**config.mk**
```make
export PLATFORM = sky130hd
export DESIGN_NAME = hazard_ctrl_flat
export DESIGN_NICKNAME = d
export VERILOG_FILES = /design/src/rtl/hazard_pkg.sv /design/src/rtl/hazard_if.sv /design/src/rtl/hazard_ctrl_md_sequencer.sv /design/src/rtl/hazard_ctrl.sv /design/src/flat_wrapper.sv
export SDC_FILE = /design/constraint.sdc
export NUM_CORES = 1
export LEC_CHECK = 0
export BUFFER_PORTS_ARGS = -buffer_cell sky130_fd_sc_hd__buf_2
export CAP_MARGIN = 25
export CORE_UTILIZATION = 40
export CTS_CLUSTER_SIZE = 25
export DETAILED_ROUTE_END_ITERATION = 8
export PLACE_DENSITY_LB_ADDON = 0.1
export SYNTH_ARGS = -nofsm -noshare
export SYNTH_HDL_FRONTEND = slang
export SYNTH_SLANG_ARGS = --single-unit
```
**constraint.sdc**
```tcl
create_clock -name clk -period 3.8 [get_ports clk]
set_clock_uncertainty 0.15 [all_clocks]
set_input_delay 0.38 -clock clk [delete_from_list [all_inputs] [get_ports clk]]
set_output_delay 0.38 -clock clk [all_outputs]
set_load 0.02 [all_outputs]
```
**src/rtl/hazard_pkg.sv**
```systemverilog
// hazard_pkg: shared types and helpers for the pipeline hazard controller.
//   fwd_sel_t  - E-stage operand forwarding select (00 RF, 01 ResultW, 10 ALUResultM)
//   md_state_t - multiply/divide sequencer state
//   fwdSel()   - forwarding priority decode for one E-stage source register
package hazard_pkg;

    typedef enum logic [1:0] {
        FWD_RF = 2'b00,
        FWD_W  = 2'b01,
        FWD_M  = 2'b10
    } fwd_sel_t;

    typedef enum logic {
        IDLE = 1'b0,
        BUSY = 1'b1
    } md_state_t;

    // M is younger than W, so it wins; x0 is hard-wired zero and never forwarded.
    function automatic fwd_sel_t fwdSel(
        input logic [4:0] rsE,
        input logic [4:0] rdM,
        input logic [4:0] rdW,
        input logic       regWriteM,
        input logic       regWriteW
    );
        fwd_sel_t sel;
        sel = FWD_RF;
        if (regWriteM && (rdM != 5'd0) && (rdM == rsE)) begin
            sel = FWD_M;
        end else if (regWriteW && (rdW != 5'd0) && (rdW == rsE)) begin
            sel = FWD_W;
        end
        return sel;
    endfunction

endpackage

```
**src/rtl/hazard_if.sv**
```systemverilog
// hazard_if: bundle between the pipeline datapath and the hazard controller.
//   master modport - datapath side: drives register ids / control levels,
//                    receives stall, flush, forwarding and counter outputs.
//   slave modport  - hazard_ctrl side (the reverse directions).
// Handshake: MdE is a request level held by the datapath while a mul/div op
// sits in E; the op is complete when MdDoneE is high at a rising clk edge,
// and E advances at that same edge. No other signal in this bundle
// handshakes; all are plain per-cycle levels.
// mdState is a debug view of the mul/div sequencer state.
interface hazard_if #(
    parameter int CNT_W = 32
);
    import hazard_pkg::*;

    logic [4:0]       Rs1D;
    logic [4:0]       Rs2D;
    logic [4:0]       Rs1E;
    logic [4:0]       Rs2E;
    logic [4:0]       RdE;
    logic [4:0]       RdM;
    logic [4:0]       RdW;
    logic             RegWriteM;
    logic             RegWriteW;
    logic             LoadE;
    logic             PCSrcE;
    logic             MdE;

    logic             StallF;
    logic             StallD;
    logic             StallE;
    logic             FlushD;
    logic             FlushE;
    logic             FlushM;
    fwd_sel_t         ForwardAE;
    fwd_sel_t         ForwardBE;
    logic             MdDoneE;
    logic [CNT_W-1:0] StallCnt;
    logic [CNT_W-1:0] FlushCnt;
    logic [CNT_W-1:0] RedirCnt;
    md_state_t        mdState;

    modport master (
        output Rs1D, Rs2D, Rs1E, Rs2E, RdE, RdM, RdW,
        output RegWriteM, RegWriteW, LoadE, PCSrcE, MdE,
        input  StallF, StallD, StallE, FlushD, FlushE, FlushM,
        input  ForwardAE, ForwardBE, MdDoneE,
        input  StallCnt, FlushCnt, RedirCnt, mdState
    );

    modport slave (
        input  Rs1D, Rs2D, Rs1E, Rs2E, RdE, RdM, RdW,
        input  RegWriteM, RegWriteW, LoadE, PCSrcE, MdE,
        output StallF, StallD, StallE, FlushD, FlushE, FlushM,
        output ForwardAE, ForwardBE, MdDoneE,
        output StallCnt, FlushCnt, RedirCnt, mdState
    );

endinterface

```
**src/rtl/hazard_ctrl_md_sequencer.sv**
```systemverilog
// md_sequencer: holds a multiply/divide op in the E stage for MD_LATENCY cycles.
//   clk, reset - core clock, asynchronous active-high reset
//   MdE        - E holds a mul/div op (level); ignored while BUSY
//   stall      - hold F/D/E and bubble M this cycle
//   done       - last cycle of the op; E advances at the next edge
//   state      - debug view of the FSM state
// The stall window starts combinationally in the cycle MdE is seen in IDLE,
// then continues from registered state for MD_LATENCY-1 more cycles.
module md_sequencer
    import hazard_pkg::*;
#(
    parameter int MD_LATENCY = 32
) (
    input  logic      clk,
    input  logic      reset,
    input  logic      MdE,
    output logic      stall,
    output logic      done,
    output md_state_t state
);

    localparam int CW = (MD_LATENCY > 1) ? $clog2(MD_LATENCY) : 1;
    localparam logic [CW-1:0] CNT_LOAD = CW'(MD_LATENCY - 1);
    localparam logic [CW-1:0] CNT_ONE  = CW'(1);

    logic [CW-1:0] cnt;
    logic          busyStall;   // registered: BUSY with cnt != 0

    // With MD_LATENCY==1 the load value is 0, so the op goes straight from
    // the IDLE stall cycle to the done cycle without any BUSY stall.
    always_ff @(posedge clk or posedge reset) begin
        if (reset) begin
            state     <= IDLE;
            cnt       <= '0;
            busyStall <= 1'b0;
            done      <= 1'b0;
        end else begin
            case (state)
                IDLE: begin
                    done <= 1'b0;
                    if (MdE) begin
                        state     <= BUSY;
                        cnt       <= CNT_LOAD;
                        busyStall <= (CNT_LOAD != '0);
                        done      <= (CNT_LOAD == '0);
                    end
                end
                BUSY: begin
                    if (cnt != '0) begin
                        cnt       <= cnt - CNT_ONE;
                        busyStall <= (cnt != CNT_ONE);
                        done      <= (cnt == CNT_ONE);
                    end else begin
                        state     <= IDLE;
                        busyStall <= 1'b0;
                        done      <= 1'b0;
                    end
                end
                default: begin
                    state     <= IDLE;
                    cnt       <= '0;
                    busyStall <= 1'b0;
                    done      <= 1'b0;
                end
            endcase
        end
    end

    assign stall = ((state == IDLE) && MdE) || busyStall;

endmodule

```
**src/rtl/hazard_ctrl.sv**
```systemverilog
// hazard_ctrl: central hazard/stall controller for the 5-stage RV32 pipeline.
//   clk, reset - core clock, asynchronous active-high reset
//   hz (slave) - register ids and control levels in; StallF/D/E, FlushD/E/M,
//                ForwardAE/BE, MdDoneE and performance counters out
// Optional feature macro: HAZARD_PERF_EN builds the StallCnt/FlushCnt/RedirCnt
// counters; when undefined the counter outputs are tied to zero.
module hazard_ctrl
    import hazard_pkg::*;
#(
    parameter int MD_LATENCY = 32,
    parameter int CNT_W      = 32
) (
    input  logic clk,
    input  logic reset,
    hazard_if.slave hz
);

    logic loadUse;
    logic redirect;
    logic mdStall;
    logic mdDone;

    md_sequencer #(
        .MD_LATENCY(MD_LATENCY)
    ) uMdSeq (
        .clk   (clk),
        .reset (reset),
        .MdE   (hz.MdE),
        .stall (mdStall),
        .done  (mdDone),
        .state (hz.mdState)
    );

    assign hz.ForwardAE = fwdSel(hz.Rs1E, hz.RdM, hz.RdW, hz.RegWriteM, hz.RegWriteW);
    assign hz.ForwardBE = fwdSel(hz.Rs2E, hz.RdM, hz.RdW, hz.RegWriteM, hz.RegWriteW);

    assign loadUse  = hz.LoadE && (hz.RdE != 5'd0) &&
                      ((hz.RdE == hz.Rs1D) || (hz.RdE == hz.Rs2D));
    assign redirect = hz.PCSrcE;

    // A redirect makes the D instruction wrong-path, so it cancels the
    // load-use stall. While the mul/div op holds E, LoadE/PCSrcE describe
    // nothing real and the flushes are suppressed so the op is never killed.
    assign hz.StallF  = (loadUse && !redirect) || mdStall;
    assign hz.StallD  = (loadUse && !redirect) || mdStall;
    assign hz.StallE  = mdStall;
    assign hz.FlushD  = redirect && !mdStall;
    assign hz.FlushE  = (loadUse || redirect) && !mdStall;
    assign hz.FlushM  = mdStall;
    assign hz.MdDoneE = mdDone;

`ifdef HAZARD_PERF_EN
    logic [CNT_W-1:0] stallCnt;
    logic [CNT_W-1:0] flushCnt;
    logic [CNT_W-1:0] redirCnt;

    // Free-running counters; wrap naturally modulo 2^CNT_W.
    always_ff @(posedge clk or posedge reset) begin
        if (reset) begin
            stallCnt <= '0;
            flushCnt <= '0;
            redirCnt <= '0;
        end else begin
            if (hz.StallF) stallCnt <= stallCnt + CNT_W'(1);
            if (hz.FlushE) flushCnt <= flushCnt + CNT_W'(1);
            if (hz.PCSrcE) redirCnt <= redirCnt + CNT_W'(1);
        end
    end

    assign hz.StallCnt = stallCnt;
    assign hz.FlushCnt = flushCnt;
    assign hz.RedirCnt = redirCnt;
`else
    assign hz.StallCnt = '0;
    assign hz.FlushCnt = '0;
    assign hz.RedirCnt = '0;
`endif

endmodule
```
**src/flat_wrapper.sv**
```systemverilog
// flat-port wrapper written by rule: the top's interface ports become plain ports
module hazard_ctrl_flat import hazard_pkg::*;
#(
    parameter int MD_LATENCY = 32,
    parameter int CNT_W      = 32
)
  (clk, reset, hz_Rs1D, hz_Rs2D, hz_Rs1E, hz_Rs2E, hz_RdE, hz_RdM, hz_RdW, hz_RegWriteM, hz_RegWriteW, hz_LoadE, hz_PCSrcE, hz_MdE, hz_StallF, hz_StallD, hz_StallE, hz_FlushD, hz_FlushE, hz_FlushM, hz_ForwardAE, hz_ForwardBE, hz_MdDoneE, hz_StallCnt, hz_FlushCnt, hz_RedirCnt, hz_mdState);
  hazard_if #(.CNT_W(CNT_W)) hz_i ();
  input  logic clk;
  input  logic reset;
  input wire logic [$bits(hz_i.Rs1D)-1:0] hz_Rs1D;
  input wire logic [$bits(hz_i.Rs2D)-1:0] hz_Rs2D;
  input wire logic [$bits(hz_i.Rs1E)-1:0] hz_Rs1E;
  input wire logic [$bits(hz_i.Rs2E)-1:0] hz_Rs2E;
  input wire logic [$bits(hz_i.RdE)-1:0] hz_RdE;
  input wire logic [$bits(hz_i.RdM)-1:0] hz_RdM;
  input wire logic [$bits(hz_i.RdW)-1:0] hz_RdW;
  input wire logic [$bits(hz_i.RegWriteM)-1:0] hz_RegWriteM;
  input wire logic [$bits(hz_i.RegWriteW)-1:0] hz_RegWriteW;
  input wire logic [$bits(hz_i.LoadE)-1:0] hz_LoadE;
  input wire logic [$bits(hz_i.PCSrcE)-1:0] hz_PCSrcE;
  input wire logic [$bits(hz_i.MdE)-1:0] hz_MdE;
  output wire logic [$bits(hz_i.StallF)-1:0] hz_StallF;
  output wire logic [$bits(hz_i.StallD)-1:0] hz_StallD;
  output wire logic [$bits(hz_i.StallE)-1:0] hz_StallE;
  output wire logic [$bits(hz_i.FlushD)-1:0] hz_FlushD;
  output wire logic [$bits(hz_i.FlushE)-1:0] hz_FlushE;
  output wire logic [$bits(hz_i.FlushM)-1:0] hz_FlushM;
  output wire logic [$bits(hz_i.ForwardAE)-1:0] hz_ForwardAE;
  output wire logic [$bits(hz_i.ForwardBE)-1:0] hz_ForwardBE;
  output wire logic [$bits(hz_i.MdDoneE)-1:0] hz_MdDoneE;
  output wire logic [$bits(hz_i.StallCnt)-1:0] hz_StallCnt;
  output wire logic [$bits(hz_i.FlushCnt)-1:0] hz_FlushCnt;
  output wire logic [$bits(hz_i.RedirCnt)-1:0] hz_RedirCnt;
  output wire logic [$bits(hz_i.mdState)-1:0] hz_mdState;
  assign hz_i.Rs1D = hz_Rs1D;
  assign hz_i.Rs2D = hz_Rs2D;
  assign hz_i.Rs1E = hz_Rs1E;
  assign hz_i.Rs2E = hz_Rs2E;
  assign hz_i.RdE = hz_RdE;
  assign hz_i.RdM = hz_RdM;
  assign hz_i.RdW = hz_RdW;
  assign hz_i.RegWriteM = hz_RegWriteM;
  assign hz_i.RegWriteW = hz_RegWriteW;
  assign hz_i.LoadE = hz_LoadE;
  assign hz_i.PCSrcE = hz_PCSrcE;
  assign hz_i.MdE = hz_MdE;
  assign hz_StallF = hz_i.StallF;
  assign hz_StallD = hz_i.StallD;
  assign hz_StallE = hz_i.StallE;
  assign hz_FlushD = hz_i.FlushD;
  assign hz_FlushE = hz_i.FlushE;
  assign hz_FlushM = hz_i.FlushM;
  assign hz_ForwardAE = hz_i.ForwardAE;
  assign hz_ForwardBE = hz_i.ForwardBE;
  assign hz_MdDoneE = hz_i.MdDoneE;
  assign hz_StallCnt = hz_i.StallCnt;
  assign hz_FlushCnt = hz_i.FlushCnt;
  assign hz_RedirCnt = hz_i.RedirCnt;
  assign hz_mdState = hz_i.mdState;
  hazard_ctrl #(.MD_LATENCY(MD_LATENCY), .CNT_W(CNT_W)) u_core (.clk(clk), .reset(reset), .hz(hz_i));
endmodule
```
### After elaboration in Yosys (flattened, before gate mapping)

Cells that the tools add are included.

* eq/ne operators: 10
* reduce and logical (&&, ||, !) cells: 23
* $add $sub $neg: 1
* multiplexer cells: 15
* bitwise gates (word level): 1

Operator list (count)
* $eq A5 B5 Y1: 6
* $reduce_bool A5 Y1: 4
* $logic_and A1 B1 Y1: 12
* $mux W5: 2
* $pmux W5 S2: 1
* $mux W1: 7
* $pmux W1 S2: 3
* $eq A5 B1 Y1 const B: 1
* $ne A5 B1 Y1 const B: 1
* $sub A5 B1 Y5 const B: 1
* $logic_or A1 B1 Y1: 4
* $mux W2: 2
* $logic_not A1 Y1: 2
* $ne A2 B1 Y1 const B: 1
* $ne A2 B2 Y1 const B: 1
* $reduce_and A2 Y1: 1
* $not A1 Y1: 1

* bits of input ports: 42
* bits in registers: 8
* output and inout bits: 108

### Longest topological paths before layout

Gate-level depths: netlist of the first run.

* depth in word-level cells: 5
* depth in mapped cells: 6
* mapped depth without buffers: 6

### Modules after synthesis

Synthesis of the first run repeated with hierarchy kept, for this count alone.

* cell total of the unflattened synthesis: 188
* area total of the unflattened synthesis: 1539.0 um2

Modules (own cells, without submodules)
* hazard_ctrl: cells an instance 153, area an instance 1157.4 um2, instances 1
* md_sequencer: cells an instance 35, area an instance 381.6 um2, instances 1

### Worst setup path after synthesis of the first run

Ideal clock, no wire load.

* path type: input port to output port
* start: input port hz_RdM[1]
* end: output port hz_ForwardAE[0]
* arrival: 1.728 ns
* path buffers: 0
* path slack: 1.542 ns
* stages on the path: 4
* cells stage by stage: or4_1 o21ai_2 nor4_1 nor4_2

* word-level cells in the longest chain between the ends: 4
* elaborated cells on any way between the ends: 5

RTL lines
* start, declared: line flat_wrapper.sv:16 `input wire logic [$bits(hz_i.RdM)-1:0] hz_RdM;`
* $reduce_bool A5 Y1: line hazard_pkg.sv:28 `if (regWriteM && (rdM != 5'd0) && (rdM == rsE)) begin`
* $logic_and A1 B1 Y1: line hazard_pkg.sv:28
* $logic_and A1 B1 Y1 (*): line hazard_pkg.sv:28
* $mux W2 (*): line hazard_pkg.sv:28
* end, declared: line flat_wrapper.sv:29 `output wire logic [$bits(hz_i.ForwardAE)-1:0] hz_ForwardAE;`

Mark *: on every way between the ends. The rest lies on a longest branch, timed or not.

### Worst setup path in the final report of the first run

* start: register u_core.uMdSeq.state
* end: output port hz_FlushE

* word-level cells in the longest chain between the ends: 5

RTL lines
* start, declared: line hazard_ctrl_md_sequencer.sv:19 `output md_state_t state`
* start signal, assigned: line hazard_ctrl_md_sequencer.sv:33 `state <= IDLE;`
* start signal, assigned: line hazard_ctrl_md_sequencer.sv:42 `state <= BUSY;`
* start signal, assigned: line hazard_ctrl_md_sequencer.sv:54 `state <= IDLE;`
* $not A1 Y1
* $logic_and A1 B1 Y1: line hazard_ctrl_md_sequencer.sv:69 `assign stall = ((state == IDLE) && MdE) || busyStall;`
* $logic_or A1 B1 Y1: line hazard_ctrl_md_sequencer.sv:69
* $logic_not A1 Y1: line hazard_ctrl.sv:48 `assign hz.FlushE = (loadUse || redirect) && !mdStall;`
* $logic_and A1 B1 Y1: line hazard_ctrl.sv:48
* end, declared: line flat_wrapper.sv:27 `output wire logic [$bits(hz_i.FlushE)-1:0] hz_FlushE;`

No other way between the ends.

==> results of run 1 <==
## flip-flops by register name, indices dropped and copies added, names as in the netlist
| signal | count |
|---|---|
| u_core.uMdSeq.cnt | 5 |
| u_core.uMdSeq.state | 1 |
| u_core.uMdSeq.done | 1 |
| u_core.uMdSeq.busyStall | 1 |
## where the power goes
part	total (W)	leakage [nW]	internal [W]	switching, W
clock network	0.000101	0.0216	0.0000686	0.0000328
registers	0.000151	0.0906	0.000119	0.0000328
logic	0.000295	0.758	0.0000979	0.000197
## layout by cell type (no fill, tap or decap), drive strengths merged
| cell | n |
|---|---|
| nor2b | 1 |
| or4 | 5 |
| nor3 | 4 |
| nor2 | 5 |
| dfrtp | 8 |
| o211ai | 2 |
| or4b | 1 |
| xnor2 | 6 |
| a22oi | 1 |
| nor4 | 4 |
| nand3 | 4 |
| mux2 | 1 |
| inv | 5 |
| ha | 2 |
| o21a | 1 |
| clkbuf | 3 |
| xor2 | 26 |
| dlygate4sd3 | 1 |
| o21ai | 3 |
| nand2 | 9 |
| buf | 53 |
| conb | 96 |
| a21oi | 1 |
| nand2b | 1 |
| o31ai | 2 |
## metrics by stage
stage / hold WS [ps] / setup WS [ps] / utilization, %
2_1_floorplan: 45.66 / 1542 / -
3_3_place_gp: 201.9 / 1545 / 40.30
3_5_place_dp: 202.1 / 1541 / 40.30
4_1_cts: 280.7 / 1490 / 41.69
5_1_grt: 306.0 / 1351 / 41.69
6_report: 276.9 / 1512 / 41.69
## worst paths after layout
path / startpoint / endpoint / slack (ps) / cells past startpoint
worst min-delay path: hz_MdE / u_core.uMdSeq.cnt[4] / 280 / 3
min in group asynchronous: reset / u_core.uMdSeq.busyStall / 500 / 3
worst max-delay path: u_core.uMdSeq.state / hz_FlushE / 1510 / 5
worst max register to register: u_core.uMdSeq.cnt[0] / u_core.uMdSeq.cnt[0] / 1880 / 6
max in group asynchronous: reset / u_core.uMdSeq.cnt[1] / 2760 / 3
worst min register to register: u_core.uMdSeq.cnt[1] / u_core.uMdSeq.cnt[1] / 380 / 2
## worst reg2reg max path: stages (launching register included)
cell	delay (ps)
dfrtp_1	380
inv_1	80
ha_1	210
or4b_4	500
nand2_2	130
nand2_1	80
mux2_2	270
## cell usage after synthesis, types with 2 or more instances
master | instances | area, µm²
xnor2_1 | 6 | 52.55
inv_1 | 5 | 18.77
dfrtp_1 | 8 | 200.2
or4_1 | 5 | 37.54
nor4_2 | 2 | 25.02
nand2_1 | 8 | 30.03
ha_1 | 2 | 25.02
o31ai_1 | 2 | 15.01
buf_4 | 98 | 735.7
o211ai_1 | 2 | 15.01
nor2_1 | 5 | 18.77
nand3_1 | 4 | 20.02
nor3_1 | 4 | 20.02
nor4_1 | 2 | 12.51
xor2_1 | 26 | 227.7
## area by class of cell
cell class                      instances  area share (%)
Clock buffer                            3           2.685
Inverter                                5           1.221
Multi-Input combinational cell        175           61.27
Sequential cell                         8           13.02
Tap cell                               48           3.906
Timing Repair Buffer                   54           17.90
## per-layer routing
layer	GRT usage [%]	vias up	routed length (µm)
li1	-	528	-
met1	12.61	473	930
met5	0	-	0
met2	19.81	71	1283
met4	3.409	0	13
met3	3.571	2	240
## logic make-up (layout without fill, tap and decap cells)
family | Yosys count | after routing | share of synthesized area [%]
buffers and inverters | 103 | 62 | 48.98
AND/OR/NAND/NOR | 34 | 34 | 12.75
XOR/XNOR | 32 | 32 | 18.20
AO/OA/AOI/OAI | 10 | 10 | 4.467
flip-flops | 8 | 8 | 13.00
adder cells (fa/ha/maj) | 2 | 2 | 1.624
other | 1 | 96 | 0.2435
multiplexers | 1 | 1 | 0.7311
## what timing repair did
action	in CTS	in global routing
hold buffers	1	0
buffers inserted	0	0
endpoints found under the hold margin	8	0
==> impl_metrics.py, run 1 <==
metrics = {
    "worst_setup_path": {
        "worstPathCellList": "nand2b_1 -> nor2b_1 -> inv_1 -> o31ai_1 -> buf_2",
        "worstPathRequired_ps": 3270,
        "cp-end-kind": "primary output",
        "cp.arrival_ps": 1760,
        "cp_max_fo": 8,
        "cpPeakStageDelay_ps": 470,
        "path_buf_inv": 2,
        "crit_family": "simple AND/OR/NAND/NOR gates",
        "path_class": "register to primary output",
        "crit_slowest_cell": "dfrtp_1",
        "worst_setup_path_start_kind": "register",
    },
    "yosys": {
        "synthCells": 191,
        "synth_edf_count": 0,
        "yosys.cell_types.count": 27,
        "yosysWarnings": 0,
        "synth_area_um2": 1540,
        "synth_ff_type": "dfrtp_1",
        "synth.avg_cell_area_um2": 8.064,
        "postSynth.asyncResetShare_pct": 100.0,
        "ys_seq_area_share_pct": 13.00,
        "ys_ff_latch": 8,
    },
    "cells_and_area": {
        "multi_input_area_um2": 942.2,
        "fillers": 410,
        "fin_area_um2": 1538,
        "final_layout_size_suffix_gt1_share_pct": 25.31,
        "ff_latch_area_um2": 200.2,
        "layout.nets": 291,
        "area_delta_synth_final_pct": -0.1628,
        "layout.cells.non_filler": 293,
        "n_antenna_cell": 0,
    },
    "sta": {
        "setup_viol": 0,
        "fin_crit_sh_pct": 60.21,
        "finalHoldViolations": 0,
        "maxSlewViolCount": 0,
        "setup_tns_ps": 0,
        "fmax_mhz": 437.1,
        "rsz0062_at_grt": "false",
        "fin_crit_ps": 2288,
    },
    "flow_run": {
        "max_cap_viol_count": 0,
    },
    "global_route": {
        "grt_pass1_vias": 827,
        "antenna_found_initial": 0,
        "grt_first_pass_wirelength_um": 3567,
        "grt_use_total_pct": 11.19,
        "grt_overflow_total": 0,
        "grt_max_degree": 9,
    },
    "clock_network": {
        "cts_buffer_depth": 2,
        "postCtsResizedCells": 0,
        "clock-sinks": 8,
        "cts_tree": "built",
        "cts_root_buf": "clkbuf_8",
        "cts.clk_slew.worst_paths_ps": 40,
        "cts_buffers": 3,
        "worstSkewPairLatency_ps": 230,
        "cts_max_level": 1,
    },
    "placement": {
        "numPortBuffers": 53,
        "place_area_um2": 1486,
        "dp_cells": 289,
        "hpwl_um": 2152,
        "place_congestion": 0.7773,
    },
    "route": {
        "vias_per_cell": 3.666,
        "wl_per_cell_um": 8.423,
        "ant_nets": 0,
        "first_pass_iters": 2,
        "drc": 0,
        "finalWirelength_um": 2468,
        "num_vias": 1074,
        "dr.first_iter.drc_count": 8,
    },
    "die": {
        "ios": 150,
        "start_util_pct": 41.76,
        "die_w_um": 64.05,
        "rows": 22,
        "die_y_um": 64.05,
        "die-area_um2": 4102,
        "core_um2": 3689,
    },
    "pwr": {
        "leakagePower_nw": 0.8700,
        "total_power_w": 0.0005477,
        "powerDensity_nw_per_um2": 356.2,
        "peakVddDrop_mv": 0.2171,
    },
    "hold_path": {
        "holdCritPathClass": "primary input to register",
    },
    "outcome": {
        "status": "completed",
    },
}
(Power assumes the default switching activity.)
==> run 2: changes to the inputs <==
--- a/config.mk
+++ b/config.mk
@@ -7,7 +7,7 @@
 export LEC_CHECK = 0
 export BUFFER_PORTS_ARGS = -buffer_cell sky130_fd_sc_hd__buf_2
 export CAP_MARGIN = 25
-export CORE_UTILIZATION = 40
+export CORE_UTILIZATION = 37
 export CTS_CLUSTER_SIZE = 25
 export DETAILED_ROUTE_END_ITERATION = 8
 export PLACE_DENSITY_LB_ADDON = 0.1
==> constraint.sdc (replaced) <==
create_clock -name clk -period 2.19 [get_ports clk]
set_clock_uncertainty 0.15 [all_clocks]
set_input_delay 0.219 -clock clk [delete_from_list [all_inputs] [get_ports clk]]
set_output_delay 0.219 -clock clk [all_outputs]
set_load 0.02 [all_outputs]
==> run 2 against run 1 <==
Routed wire length down 2.8%. Clock-buffer cell count unchanged. Hold slack worse by 160 ps. Critical endpoint is now hz_ForwardBE[0]. Highest routed layer is now met3.
==> impl_metrics.py, run 2 (synthesized netlist as in run 1, its figures left out) <==
metrics = {
    "outcome": {
        "status": "completed",
    },
    "die": {
        "core_um2": 4000,
        "rows": 23,
        "ios": 150,
        "die-area_um2": 4425,
        "start_util_pct": 38.50,
        "die_w_um": 66.52,
        "die_y_um": 66.52,
    },
    "route": {
        "num_vias": 1080,
        "dr.first_iter.drc_count": 13,
        "finalWirelength_um": 2400,
        "wl_per_cell_um": 8.081,
        "first_pass_iters": 4,
        "vias_per_cell": 3.636,
        "drc": 0,
        "ant_nets": 0,
    },
    "worst_setup_path": {
        "worstPathCellList": "buf_2 -> or4_1 -> o21ai_2 -> nor4_1 -> nor4_2 -> buf_2",
        "cpPeakStageDelay_ps": 530,
        "crit_slowest_cell": "or4_1",
        "worstPathRequired_ps": 1820,
        "cp_max_fo": 3,
        "path_class": "primary input to primary output",
        "crit_family": "simple AND/OR/NAND/NOR gates",
        "path_buf_inv": 2,
        "worst_setup_path_start_kind": "primary input",
        "cp.arrival_ps": 1570,
        "cp-end-kind": "primary output",
        "crit_path_frequent_cell": "buf_2",
    },
    "sta": {
        "setup_tns_ps": 0,
        "fmax_mhz": 514.6,
        "setup_viol": 0,
        "maxSlewViolCount": 0,
        "fin_crit_sh_pct": 88.74,
        "fin_crit_ps": 1943,
        "rsz0062_at_grt": "false",
        "finalHoldViolations": 0,
    },
    "global_route": {
        "antenna_found_initial": 0,
        "grt_overflow_total": 0,
        "grt_first_pass_wirelength_um": 3374,
        "grt_use_total_pct": 9.631,
        "grt_pass1_vias": 803,
        "grt_max_degree": 9,
    },
    "cells_and_area": {
        "layout_commonest_cell": "conb_1",
        "layout_common_cells": "conb_1, buf_2, xor2_1",
        "largest_reg_flops": 5,
        "layout.nets": 293,
        "area_delta_synth_final_pct": 0.9747,
        "final_util_pct": 38.88,
        "fin_area_um2": 1555,
        "final_layout_size_suffix_gt1_share_pct": 25.91,
        "regMostFlops": "u_core.uMdSeq.cnt",
        "n_antenna_cell": 0,
    },
    "clock_network": {
        "cts_root_buf": "clkbuf_8",
        "cts_buffers": 3,
        "cts.clk_slew.worst_paths_ps": 40,
        "postCtsResizedCells": 0,
        "cts_tree": "built",
        "clock-sinks": 8,
        "cts_buffer_depth": 2,
        "worstSkewPairLatency_ps": 230,
        "cts_max_level": 1,
    },
    "placement": {
        "hpwl_um": 2156,
        "numPortBuffers": 53,
        "place_area_um2": 1504,
        "place_congestion": 0.7760,
    },
    "pwr": {
        "leakagePower_nw": 0.8787,
        "powerDensity_nw_per_um2": 623.5,
        "peakVddDrop_mv": 0.5904,
    },
    "flow_run": {
        "max_cap_viol_count": 0,
    },
    "hold_path": {
        "holdCritPathClass": "primary input to register",
    },
}
run 2: per-stage QoR:
step / setup slack [ps] / total power [W] / std cells / hold WS [ps]
floorplan: 102.5 / 0.0007921 / 286 / -115.3
global placement: 260.6 / 0.0007978 / 293 / 40.75
detailed placement: 229.2 / 0.0007949 / 293 / 33.90
CTS: 224.7 / 0.0009793 / 297 / 115.7
global route: 149.8 / 0.001055 / 297 / 154.4
finish: 246.7 / 0.0009696 / 297 / 112.2
run 2: layout make-up:
| class | instances | area (µm²) |
|---|---|---|
| timing repair buffer | 56 | 290.3 |
| clock buffer | 3 | 41.29 |
| inverter | 5 | 18.77 |
| sequential | 8 | 200.2 |
| multi-input combinational | 175 | 942.2 |
| fill | 451 | 2445 |
| tap | 50 | 62.56 |
run 2: power breakdown:
group / internal, W / switching (W)
sequential: 0.000206 / 0.0000488
clock: 0.000119 / 0.0000574
combinational: 0.000182 / 0.000357
total: 0.000507 / 0.000463
run 2: final timing paths:
check | from | end | slack, ps | cells after the start
max reg2reg | u_core.uMdSeq.cnt[0] | u_core.uMdSeq.cnt[0] | 260 | 6
max in group asynchronous | reset | u_core.uMdSeq.cnt[2] | 1330 | 3
min in group asynchronous | reset | u_core.uMdSeq.done | 330 | 3
min reg2reg | u_core.uMdSeq.cnt[1] | u_core.uMdSeq.cnt[1] | 380 | 2
max | hz_RdM[1] | hz_ForwardBE[0] | 250 | 6
min | hz_MdE | u_core.uMdSeq.cnt[4] | 110 | 3
run 2: routing by layer:
| layer | share of wire (%) | track usage, % | up-vias | routed length (µm) |
|---|---|---|---|---|
| li1 | - | - | 532 | - |
| met1 | 37 | 11.05 | 472 | 894 |
| met2 | 53 | 18.49 | 76 | 1268 |
| met3 | 9.8 | 2.740 | 0 | 236 |
| met4 | 0 | 0 | 0 | 0 |
| met5 | 0 | 0 | - | 0 |
run 2: worst register-to-register path: stages (launching register included):
cell and delay (ps):
dfrtp_1 390, inv_1 90, ha_1 220, or4b_4 500
nand2_2 130, nand2_1 70, mux2_2 260
run 2: repair_timing:
action	CTS	global route
buffers inserted	0	0
hold buffers	1	0
endpoints found under the hold margin	8	0
==> run 3: changes to the inputs <==
==> constraint.sdc (replaced) <==
create_clock -name clk -period 1.9 [get_ports clk]
set_clock_uncertainty 0.15 [all_clocks]
set_input_delay 0.19 -clock clk [delete_from_list [all_inputs] [get_ports clk]]
set_output_delay 0.19 -clock clk [all_outputs]
set_load 0.02 [all_outputs]
==> run 3 against run 2 <==
Combinational power rose by 24%. Total power rose by 21%. Register-to-register slack got worse by 150 ps. Routed wire length rose by 7.1%. Largest power group unchanged. Highest routed layer is now met4.
==> impl_metrics.py, run 3 (synthesized netlist as in run 1, its figures left out) <==
metrics = {
    "worst_setup_path": {
        "rrSetupSlack_ps": 110,
        "cp_max_fo": 4,
        "worstPathCellList": "nand2b_1 -> nor2b_2 -> inv_1 -> o31ai_4 -> buf_2",
        "r2r_end": "u_core.uMdSeq.cnt[0]",
        "cp-end-kind": "primary output",
        "cpPeakStageDelay_ps": 330,
        "reg2reg_depth": 6,
        "worstPathRequired_ps": 1560,
        "worst_setup_path_start_kind": "register",
        "path_class": "register to primary output",
        "r2r_start": "u_core.uMdSeq.cnt[0]",
        "crit_slowest_cell": "dfrtp_1",
        "cp.arrival_ps": 1480,
    },
    "route": {
        "dr.first_iter.drc_count": 13,
        "drc": 0,
        "num_vias": 1111,
        "ant_nets": 0,
        "wl_per_cell_um": 8.510,
        "vias_per_cell": 3.679,
        "finalWirelength_um": 2570,
        "first_pass_iters": 6,
    },
    "clock_network": {
        "cts_max_level": 1,
        "worstSkewPairLatency_ps": 230,
        "cts_root_buf": "clkbuf_8",
        "cts.clk_slew.worst_paths_ps": 40,
        "postCtsSetupBuffers": 0,
        "cts_buffers": 3,
        "cts_buffer_depth": 2,
        "clock-sinks": 8,
        "cts_tree": "built",
    },
    "cells_and_area": {
        "layout.cells.non_filler": 302,
        "layout_common_cells": "conb_1, buf_2, xor2_1",
        "layout_commonest_cell": "conb_1",
        "layout.nets": 298,
        "regMostFlops": "u_core.uMdSeq.cnt",
        "area_delta_synth_final_pct": 6.012,
        "largest_reg_flops": 5,
        "fillers": 430,
        "final_util_pct": 40.82,
        "n_antenna_cell": 0,
        "final_layout_size_suffix_gt1_share_pct": 28.97,
    },
    "pwr": {
        "peakVddDrop_mv": 0.5550,
        "powerDensity_nw_per_um2": 715.9,
        "leakagePower_nw": 0.9088,
    },
    "global_route": {
        "antenna_found_initial": 0,
        "grt_use_met2_pct": 18.11,
        "top_usage_layer": "met2",
        "grt_first_pass_wirelength_um": 3629,
        "grt_overflow_total": 0,
        "grtUsageMet3_pct": 1.541,
        "grt_max_degree": 9,
        "grt_pass1_vias": 830,
        "grt.met1_usage_pct": 13.18,
        "grt_use_total_pct": 10.88,
    },
    "die": {
        "ios": 150,
        "die_y_um": 66.52,
        "core_um2": 4000,
        "start_util_pct": 38.50,
        "die-area_um2": 4425,
        "rows": 23,
        "die_w_um": 66.52,
    },
    "sta": {
        "setup_tns_ps": 0,
        "rsz0062_at_grt": "false",
        "finalHoldViolations": 0,
        "fin_crit_ps": 1823,
        "fin_crit_sh_pct": 95.94,
        "setup_viol": 0,
        "fmax_mhz": 548.6,
        "maxSlewViolCount": 0,
        "worst_slack_ps": 77.07,
    },
    "placement": {
        "hpwl_um": 2291,
        "place_ws_ps": 5.060,
        "place_congestion": 0.7771,
        "numPortBuffers": 53,
        "dp_cells": 298,
    },
    "hold_path": {
        "holdCritPathClass": "primary input to register",
        "whs_path_depth": 3,
        "holdPathEnd": "u_core.uMdSeq.cnt[4]",
        "hp-start": "hz_MdE",
    },
    "outcome": {
        "status": "completed",
    },
    "flow_run": {
        "max_cap_viol_count": 0,
    },
}
run 3: critical path, delay by kind of cell (launching register included):
kind	cells	cell delay, ps
AO/OA/AOI/OAI	1	250
buffers and inverters	2	330
flip-flops	1	330
AND/OR/NAND/NOR	2	340
run 3: worst max path at each step:
| stage | startpoint | endpoint | slack [ps] | depth (start not counted) |
|---|---|---|---|---|
| after global routing | u_core.uMdSeq.state | hz_FlushE | 10 | 5 |
| after detailed placement | hz_RdM[1] | hz_ForwardAE[0] | 5 | 6 |
| after global placement | hz_RdM[1] | hz_ForwardAE[0] | 30 | 6 |
| after CTS | hz_RdM[1] | hz_ForwardAE[0] | 2 | 6 |
| after floorplan | hz_RdE[3] | hz_StallF | -2 | 5 |
| final | u_core.uMdSeq.state | hz_FlushE | 80 | 5 |
run 3: area by class of cell:
type | instances | area (µm²) | share of cell area [%]
Clock buffer | 3 | 41.29 | 2.529
Timing Repair Buffer | 61 | 332.8 | 20.38
Tap cell | 50 | 62.56 | 3.831
Inverter | 5 | 18.77 | 1.149
Multi-Input combinational cell | 175 | 977.2 | 59.85
Sequential cell | 8 | 200.2 | 12.26
run 3: metal layers:
layer	wire, µm	part of all wire, %
met3	194	7.5
met5	0	0
met1	956	37
met4	69	2.7
met2	1349	52
run 3: power by group:
group | switching [W] | leakage, nW | total [W] | internal [W]
registers | 0.0000574 | 0.0906 | 0.000295 | 0.000237
logic | 0.000429 | 0.797 | 0.000668 | 0.000238
clock network | 0.0000692 | 0.0216 | 0.000207 | 0.000137
total | 0.000556 | 0.909 | 0.00117 | 0.000613
run 3: what timing repair did:
| item | CTS | global route |
|---|---|---|
| resized for setup | 0 | 6 |
| hold buffers | 1 | 0 |
| hold endpoints to repair | 8 | 0 |
| setup endpoints to repair | 0 | 3 |
run 3: stage by stage:
step / hold slack (ps) / total power [W] / instance area, µm²
global route: 110.4 / 0.001272 / 1633
finish: 88.21 / 0.001169 / 1633
global placement: 9.692 / 0.0009586 / 1555
floorplan: -144.3 / 0.0009198 / 1911
detailed placement: 10.62 / 0.0009575 / 1555
CTS: 90.43 / 0.001171 / 1607
